--- config.mk ---
export PLATFORM = sky130hd
export DESIGN_NAME = seven_seg_capture
export DESIGN_NICKNAME = d
export VERILOG_FILES = /design/src/rtl/seven_seg_capture.sv
export SDC_FILE = /design/constraint.sdc
export NUM_CORES = 1
export LEC_CHECK = 0
export BUFFER_PORTS_ARGS = -buffer_cell sky130_fd_sc_hd__buf_4
export CAP_MARGIN = 20
export CORE_MARGIN = 2
export CORE_UTILIZATION = 62
export DETAILED_ROUTE_END_ITERATION = 6
export HOLD_SLACK_MARGIN = 0.02
export PLACE_DENSITY_LB_ADDON = 0.08
export REMOVE_ABC_BUFFERS = 1
export SYNTH_ARGS = -nofsm -noshare
export SYNTH_HDL_FRONTEND = slang
export SYNTH_SLANG_ARGS = --single-unit
--- constraint.sdc ---
create_clock -name clk -period 5.4 [get_ports clk]
set_clock_uncertainty 0.1 [all_clocks]
set_input_delay 0.54 -clock clk [delete_from_list [all_inputs] [get_ports clk]]
set_output_delay 0.54 -clock clk [all_outputs]
set_load 0.05 [all_outputs]
--- src/rtl/seven_seg_capture.sv ---
// seven_seg_capture: receive-side monitor for a multiplexed, active-low
// 7-segment bus. It synchronizes the segment and anode lines, waits for each
// digit's pattern to stay unchanged for STABLE_CYCLES samples, decodes the
// pattern back to a hex nibble and stores it in the slot chosen by the anode.
module seven_seg_capture #(
    parameter int STABLE_CYCLES = 4,
    parameter int CNT_W         = 8
) (
    input  logic        clk,
    input  logic        rst,
    input  logic [6:0]  seg,
    input  logic [3:0]  an,
    output logic [15:0] digits,
    output logic [3:0]  digit_valid,
    output logic        frame_done,
    output logic        err
);

    // Per-cycle phase of the tracker. CAPTURE is the single cycle in which
    // the current synchronized sample is the STABLE_CYCLES-th equal one.
    localparam logic [1:0] IDLE    = 2'd0;
    localparam logic [1:0] TRACK   = 2'd1;
    localparam logic [1:0] CAPTURE = 2'd2;
    localparam logic [1:0] HOLD    = 2'd3;

    localparam logic [CNT_W-1:0] CNT_LAST = CNT_W'(STABLE_CYCLES - 1);

    // Two-flop synchronizer stages plus the previous synchronized sample.
    logic [6:0]       seg_s1_q, seg_s2_q, seg_prev_q;
    logic [3:0]       an_s1_q, an_s2_q, an_prev_q;

    logic [1:0]       state_q, state_d, phase;
    logic [CNT_W-1:0] cnt_q, cnt_d, run;

    logic [15:0]      digits_q, digits_d;
    logic [3:0]       valid_q, valid_d;
    logic [3:0]       mask_q, mask_d;
    logic             frame_q, frame_d;
    logic             err_q, err_d;

    logic             an_legal;
    logic             same;
    logic             capture;
    logic [1:0]       slot;
    logic [4:0]       dec;

    // Maps an active-low segment pattern (a..g on bits 6..0) to {ok, nibble}.
    function automatic logic [4:0] decode_seg(input logic [6:0] p);
        logic [4:0] r;
        case (p)
            7'b0000001: r = {1'b1, 4'h0};
            7'b1001111: r = {1'b1, 4'h1};
            7'b0010010: r = {1'b1, 4'h2};
            7'b0000110: r = {1'b1, 4'h3};
            7'b1001100: r = {1'b1, 4'h4};
            7'b0100100: r = {1'b1, 4'h5};
            7'b0100000: r = {1'b1, 4'h6};
            7'b0001111: r = {1'b1, 4'h7};
            7'b0000000: r = {1'b1, 4'h8};
            7'b0000100: r = {1'b1, 4'h9};
            7'b0001000: r = {1'b1, 4'hA};
            7'b1100000: r = {1'b1, 4'hB};
            7'b0110001: r = {1'b1, 4'hC};
            7'b1000010: r = {1'b1, 4'hD};
            7'b0110000: r = {1'b1, 4'hE};
            7'b0111000: r = {1'b1, 4'hF};
            default:    r = 5'b0_0000;
        endcase
        return r;
    endfunction

    // True when exactly one anode line is driven low.
    function automatic logic one_hot_low(input logic [3:0] a);
        return (a == 4'b1110) || (a == 4'b1101) ||
               (a == 4'b1011) || (a == 4'b0111);
    endfunction

    // Digit position selected by a legal anode pattern.
    function automatic logic [1:0] anode_slot(input logic [3:0] a);
        logic [1:0] s;
        case (a)
            4'b1101: s = 2'd1;
            4'b1011: s = 2'd2;
            4'b0111: s = 2'd3;
            default: s = 2'd0;
        endcase
        return s;
    endfunction

    assign an_legal = one_hot_low(an_s2_q);
    assign same     = (seg_s2_q == seg_prev_q) && (an_s2_q == an_prev_q);
    assign slot     = anode_slot(an_s2_q);
    assign dec      = decode_seg(seg_s2_q);

    // Synchronize the raw bus and remember the previous synchronized sample;
    // reset to an idle bus (all lines high) so the first real sample is new.
    always_ff @(posedge clk or posedge rst) begin
        if (rst) begin
            seg_s1_q   <= 7'h7F;
            seg_s2_q   <= 7'h7F;
            seg_prev_q <= 7'h7F;
            an_s1_q    <= 4'hF;
            an_s2_q    <= 4'hF;
            an_prev_q  <= 4'hF;
        end else begin
            seg_s1_q   <= seg;
            seg_s2_q   <= seg_s1_q;
            seg_prev_q <= seg_s2_q;
            an_s1_q    <= an;
            an_s2_q    <= an_s1_q;
            an_prev_q  <= an_s2_q;
        end
    end

    // Stability tracking: counter holds (equal samples - 1) of the current run.
    always_comb begin
        run   = '0;
        phase = IDLE;
        if (!an_legal) begin
            phase = IDLE;
        end else if (state_q == HOLD && same) begin
            phase = HOLD;
        end else begin
            run   = (state_q == TRACK && same) ? cnt_q + CNT_W'(1) : '0;
            phase = (run == CNT_LAST) ? CAPTURE : TRACK;
        end
    end

    // Next FSM state and counter; a capture always parks the tracker in HOLD.
    always_comb begin
        capture = (phase == CAPTURE);
        state_d = capture ? HOLD : phase;
        cnt_d   = (phase == TRACK) ? run : '0;
    end

    // Slot update, error pulse and frame bookkeeping for a capture cycle.
    always_comb begin
        digits_d = digits_q;
        valid_d  = valid_q;
        err_d    = 1'b0;
        frame_d  = (mask_q == 4'hF);
        mask_d   = frame_d ? 4'h0 : mask_q;
        if (capture) begin
            if (dec[4]) begin
                digits_d[{slot, 2'b00} +: 4] = dec[3:0];
                valid_d[slot]                = 1'b1;
                mask_d[slot]                 = 1'b1;
            end else begin
                valid_d[slot] = 1'b0;
                err_d         = 1'b1;
            end
        end
    end

    // State, counter and output registers.
    always_ff @(posedge clk or posedge rst) begin
        if (rst) begin
            state_q  <= IDLE;
            cnt_q    <= '0;
            digits_q <= '0;
            valid_q  <= '0;
            mask_q   <= '0;
            frame_q  <= 1'b0;
            err_q    <= 1'b0;
        end else begin
            state_q  <= state_d;
            cnt_q    <= cnt_d;
            digits_q <= digits_d;
            valid_q  <= valid_d;
            mask_q   <= mask_d;
            frame_q  <= frame_d;
            err_q    <= err_d;
        end
    end

    assign digits      = digits_q;
    assign digit_valid = valid_q;
    assign frame_done  = frame_q;
    assign err         = err_q;

endmodule

==> metrics, run 1 <==
largest net degree at the start of global routing 70; Seq/Total Area, Yosys 0.5763; die height 74.35 um; most common library cell in the layout ignoring fill and taps dfrtp_1; Critical Path Sink Type flip-flop; fin. max-slew vios 0; Leak 1.545 nW; reg2reg path depth 7; # Post-CTS Setup Buffers 0; Root Buffer clkbuf_8; Skew-Pair Late Insertion Delay 0.34 ns; Hold Path Class primary input to flip-flop; Syn Area/Cell 11.98 um2; Hold Path Origin seg[0]; Die W 74.35 um; GRT Residual Overflow 0; R2R Path Start cnt_q[0]$_DFF_PP0_; FF-to-FF setup slack 2.63 ns; FF-to-FF End digits[0]$_DFFE_PP0P_; Total GRT Usage 0.2234; Final Hold Viols 0; final net count 312; FF+latch count, synth 69; global placer's final weighted congestion 0.8035; most frequent cells in the layout dfrtp_1, buf_4, dfstp_2; number of synthesized flops with an enable pin 0; Clock Tree Buf Depth 2; routed vias 2089; critical path startpoint category flip-flop; die area 0.005527 mm2; FFs w/ async S/R, synth 1.000; CTS tree yes; setup TNS 0 ns; Clock H-tree levels 3; initial DRC count 142; min Tclk post-route 2.766 ns; Max Cap Viol 0; HPWL Detailed 3.778 mm; ANT cells 0; Setup WS pre-CTS 2.669 ns; Finished Layout Cells 363; Hold Path Depth 1; CTS resizes 0; overall power 0.001016 W; Max Fclk 0.3615 GHz; post-route ant nets 0; port bufs 34; vias per std cell 5.755; actual slew at the worst max-slew pin 1.031 ns; critical path class flip-flop to flip-flop; Synth Warn # 0; CTS Hold Bufs 0; Remaining DRCs 0; status completed; period utilization 0.5123; first-pass GRT wire length 9.211 mm; mapped cell area 0.003068 mm2; Starting Density 0.6453; worst endpoint required time 5.50 ns; Synth cell types 48; Worst slew margin 0.3038; fraction of layout cells with a size suffix above 1 0.3142; area grow syn2layout 16.03%; vias in the first global route 2019; Pwr Density 285.4 mW/mm2; CP Data Arrival Time 2.87 ns; core footprint 0.004755 mm2; clk sink count 69; Min Hold Slack 0.2049 ns; DRT Pass-1 Iters 4; initial antenna violation count 0; WL per Instance 15.13 um; Worst Slack Setup Final 2.634 ns; clock slew at reported path FFs 0.07 ns; CTS buffer count 9; worst vdd ir 0.0002369 V; unrepaired setup endpoints after global routing false; io pins 35; main flop type after synthesis dfrtp_1; dpl cells 347; Final Setup Violations 0; crit path max fanout 8; end of the worst hold path seg_s1_q[0]$_DFF_PP1_; # rows 25; WL final 5.491 mm; synthesized instance count 256
-- sequential cells by signal, summed over array words and instances (netlist names), 4 cells and up, named ones only --
register    cells
seg_s2_q        7
an_s2_q         4
digits         16
an_prev_q       4
seg_prev_q      7
cnt_q           8
an_s1_q         4
mask_q          4
seg_s1_q        7
-- kinds of logic (layout without fill, tap and decap cells) --
family | Yosys count | in the layout | synth area share
AOI/OAI and AO/OA | 40 | 40 | 0.1036
xor gates and xnor gates | 21 | 21 | 0.05995
adders and majority gates | 8 | 8 | 0.03263
buffers and inverters | 20 | 60 | 0.02977
DFF | 69 | 69 | 0.5763
muxes | 4 | 4 | 0.01468
and+or+nand+nor | 94 | 94 | 0.1831
-- worst max path at each step --
stage / from / to / slack (ns) / cells past startpoint
6_report: cnt_q[0]$_DFF_PP0_ / digits[0]$_DFFE_PP0P_ / 2.63 / 7
5_1_grt: cnt_q[0]$_DFF_PP0_ / digits[0]$_DFFE_PP0P_ / 2.45 / 7
4_1_cts: cnt_q[0]$_DFF_PP0_ / digits[0]$_DFFE_PP0P_ / 2.65 / 7
3_5_place_dp: cnt_q[0]$_DFF_PP0_ / digits[12]$_DFFE_PP0P_ / 2.67 / 7
3_3_place_gp: an_s2_q[3]$_DFF_PP1_ / digits[12]$_DFFE_PP0P_ / 2.77 / 7
2_1_floorplan: cnt_q[0]$_DFF_PP0_ / digits[0]$_DFFE_PP0P_ / 3.04 / 7
-- synth_stat cells (2+ instances only) --
cell type   n  area (um2)
nand3_1    14       70.07
nor4_1      2       12.51
nor4b_1     4       35.03
nor2_1     14       52.55
a32o_1      3       30.03
xor2_1     13       113.9
buf_2       6       30.03
nor2b_1     4       25.02
nand2_1    20       75.07
nor4bb_1    3       30.03
inv_1       9       33.78
o2bb2ai_1  16       140.1
xnor2_1     8       70.07
nor4_4      2       42.54
and3_1      2       12.51
clkbuf_1    3       11.26
nand4b_1    2       17.52
nand3b_1    2       15.01
o21ai_0     4       20.02
a21oi_1     6       30.03
and2_1      2       12.51
a2bb2oi_1   2       17.52
ha_1        8       100.1
nand4_1     7       43.79
or2_2       2       12.51
nor3_1      3       15.01
dfrtp_1    36       900.9
mux2_1      4       45.04
a311oi_1    2       17.52
dfstp_2    33       867.1
or3_1       3       18.77
-- cell type report --
type	count	area (um2)
clock buffer	12	176.4
clock inverter	4	26.28
fill	335	1195
inverter	9	33.78
multi-input combinational	167	1209
sequential	69	1768
tap	67	83.83
timing repair buffer	35	262.8
-- power breakdown --
part,switching [W],internal [W],leakage [nW]
registers,0.0000167,0.000541,0.849
clock network,0.000186,0.000220,0.108
logic,0.0000302,0.0000225,0.587
-- per-stage QoR --
step	utilization	area, um2
after floorplan	-	3010
after global placement	0.7061	3357
after detailed placement	0.7061	3357
after CTS	0.7487	3560
after global routing	0.7487	3560
final	0.7487	3560
-- critical path: stages, from the launching register on --
cell and delay (ns):
dfrtp_1 0.44, ha_1 0.30, xor2_1 0.19, nor4b_1 0.46, nand4_1 0.27, nor4_4 0.39, nand3_1 0.28, o2bb2ai_1 0.20
-- layer usage --
metal / global-route usage / routed length (um)
met5: 0 / 0
met4: 0.1012 / 89
met3: 0.06504 / 215
met2: 0.3403 / 2711
met1: 0.2999 / 2474
Note: power is estimated with default switching activity, not from simulation.
==> run 2: changes to the inputs <==
--- a/config.mk
+++ b/config.mk
@@ -8,7 +8,7 @@
 export BUFFER_PORTS_ARGS = -buffer_cell sky130_fd_sc_hd__buf_4
 export CAP_MARGIN = 20
 export CORE_MARGIN = 2
-export CORE_UTILIZATION = 62
+export CORE_UTILIZATION = 58
 export DETAILED_ROUTE_END_ITERATION = 6
 export HOLD_SLACK_MARGIN = 0.02
 export PLACE_DENSITY_LB_ADDON = 0.08
==> constraint.sdc (replaced) <==
create_clock -name clk -period 2.85 [get_ports clk]
set_clock_uncertainty 0.1 [all_clocks]
set_input_delay 0.285 -clock clk [delete_from_list [all_inputs] [get_ports clk]]
set_output_delay 0.285 -clock clk [all_outputs]
set_load 0.05 [all_outputs]
==> metrics, run 2 (same netlist as run 1, synthesis figures left out) <==
worst vdd ir 0.0005693 V; vias per std cell 5.584; DP Area 0.003403 mm2; Final Hold Viols 0; max FFs per register 16; Worst Slack Setup Final 0.2354 ns; HPWL Detailed 3.757 mm; Final Setup Violations 0; initial antenna violation count 0; fin area 0.003747 mm2; min Tclk post-route 2.615 ns; FF-to-FF setup slack 0.24 ns; R2R Path Start seg_s2_q[2]$_DFF_PP1_; Max Cap Viol 0; Clock Tree Buf Depth 2; post-route ant nets 0; io pins 35; clock slew at reported path FFs 0.07 ns; period utilization 0.9174; most frequent cells in the layout buf_4, dfrtp_1, dfstp_2; Final Util 0.7337; Root Buffer clkbuf_8; reg2reg path depth 6; Critical Path Sink Type flip-flop; clk sink count 69; status completed; vias in the first global route 2177; GRT Residual Overflow 0; worst endpoint required time 2.97 ns; WL per Instance 14.90 um; Switch Pwr 0.0004508 W; Clock H-tree levels 3; die area 0.005887 mm2; fillcell total 356; crit path max fanout 14; global placer's final weighted congestion 0.8312; first-pass GRT wire length 10.23 mm; Pwr Density 537.1 mW/mm2; CTS tree yes; Starting Density 0.6007; port bufs 34; Die W 76.73 um; setup TNS 0 ns; Total GRT Usage 0.2196; critical path class flip-flop to flip-flop; area grow syn2layout 22.15%; core footprint 0.005107 mm2; critical path startpoint category flip-flop; Hold Path Class flip-flop to flip-flop; CTS buffer count 9; largest net degree at the start of global routing 38; register share of total power 0.524; Skew-Pair Late Insertion Delay 0.34 ns; die height 76.73 um; DRT Pass-1 Iters 4; Comb pwr share 0.060; Hold Path Depth 0; Finished Layout Cells 382; WL final 5.692 mm; dpl cells 354; routed vias 2133; # rows 26; Remaining DRCs 0; actual slew at the worst max-slew pin 0.7118 ns; Worst slew margin 0.5248; ANT cells 0; switching share of power 0.2239; final net count 328; fraction of layout cells with a size suffix above 1 0.3141; end of the worst hold path seg_s2_q[4]$_DFF_PP1_; CP Data Arrival Time 2.73 ns; most common library cell in the layout ignoring fill and taps buf_4; Pint 0.001562 W; Max Fclk 0.3825 GHz; fin. max-slew vios 0; Setup WS pre-CTS 0.1626 ns; Leak 1.629 nW; Hold Path Origin seg_s1_q[4]$_DFF_PP1_; clock share of power 0.416; initial DRC count 141
[run 2: metrics by stage]
step,hold slack [ns],total power (W)
floorplan,0.1895,0.001134
global placement,0.2457,0.001176
detailed placement,0.2472,0.001181
CTS,0.2553,0.002035
global route,0.2510,0.002105
finish,0.2561,0.002013
[run 2: what timing repair did]
item | 4_1_cts | 5_1_grt
setup endpoints to repair | 0 | 21
hold endpoints to repair | 43 | 0
buffers inserted | 0 | 0
hold buffers | 12 | 0
gates resized for setup | 0 | 1
[run 2: power by group through the flow]
stage	Clock [W]	Combinational [W]	Sequential, W
after floorplan	0	0.0000714	0.00106
after global placement	0	0.000106	0.00107
after detailed placement	0	0.000109	0.00107
after CTS	0.000858	0.000122	0.00106
after global routing	0.000909	0.000136	0.00106
final	0.000838	0.000120	0.00105
[run 2: layout make-up]
type,count,area (um2),area share
multi-input combinational,167,1215,0.3242
sequential,69,1768,0.4718
tap,70,87.58,0.02337
timing repair buffer,51,425.4,0.1135
clock inverter,5,55.05,0.01469
clock buffer,11,162.7,0.04341
inverter,9,33.78,0.009015
[run 2: worst max path at each step]
stage	slack (ns)	start	endpoint	cells after the start
after floorplan	0.49	cnt_q[0]$_DFF_PP0_	digits[0]$_DFFE_PP0P_	7
after global placement	0.26	cnt_q[0]$_DFF_PP0_	digits[9]$_DFFE_PP0P_	7
after detailed placement	0.16	cnt_q[0]$_DFF_PP0_	digits[9]$_DFFE_PP0P_	7
after CTS	0.12	cnt_q[0]$_DFF_PP0_	digits[3]$_DFFE_PP0P_	7
after global routing	-0.006	cnt_q[0]$_DFF_PP0_	digits[3]$_DFFE_PP0P_	7
final	0.24	seg_s2_q[2]$_DFF_PP1_	flip-flop	6
[run 2: worst max-delay path, stage by stage, from the launching register on]
cell and delay [ns]:
dfstp_2 0.68, xor2_1 0.13, nor4_2 0.32, nand4_2 0.23, nor4_4 0.55, nand2_1 0.15
mux2_1 0.33
[run 2: routing by layer]
layer | global-route usage | part of all wire
met4 | 0.07091 | 0.0097
met1 | 0.3113 | 0.47
met3 | 0.05294 | 0.038
met5 | 0 | 0
met2 | 0.3360 | 0.49
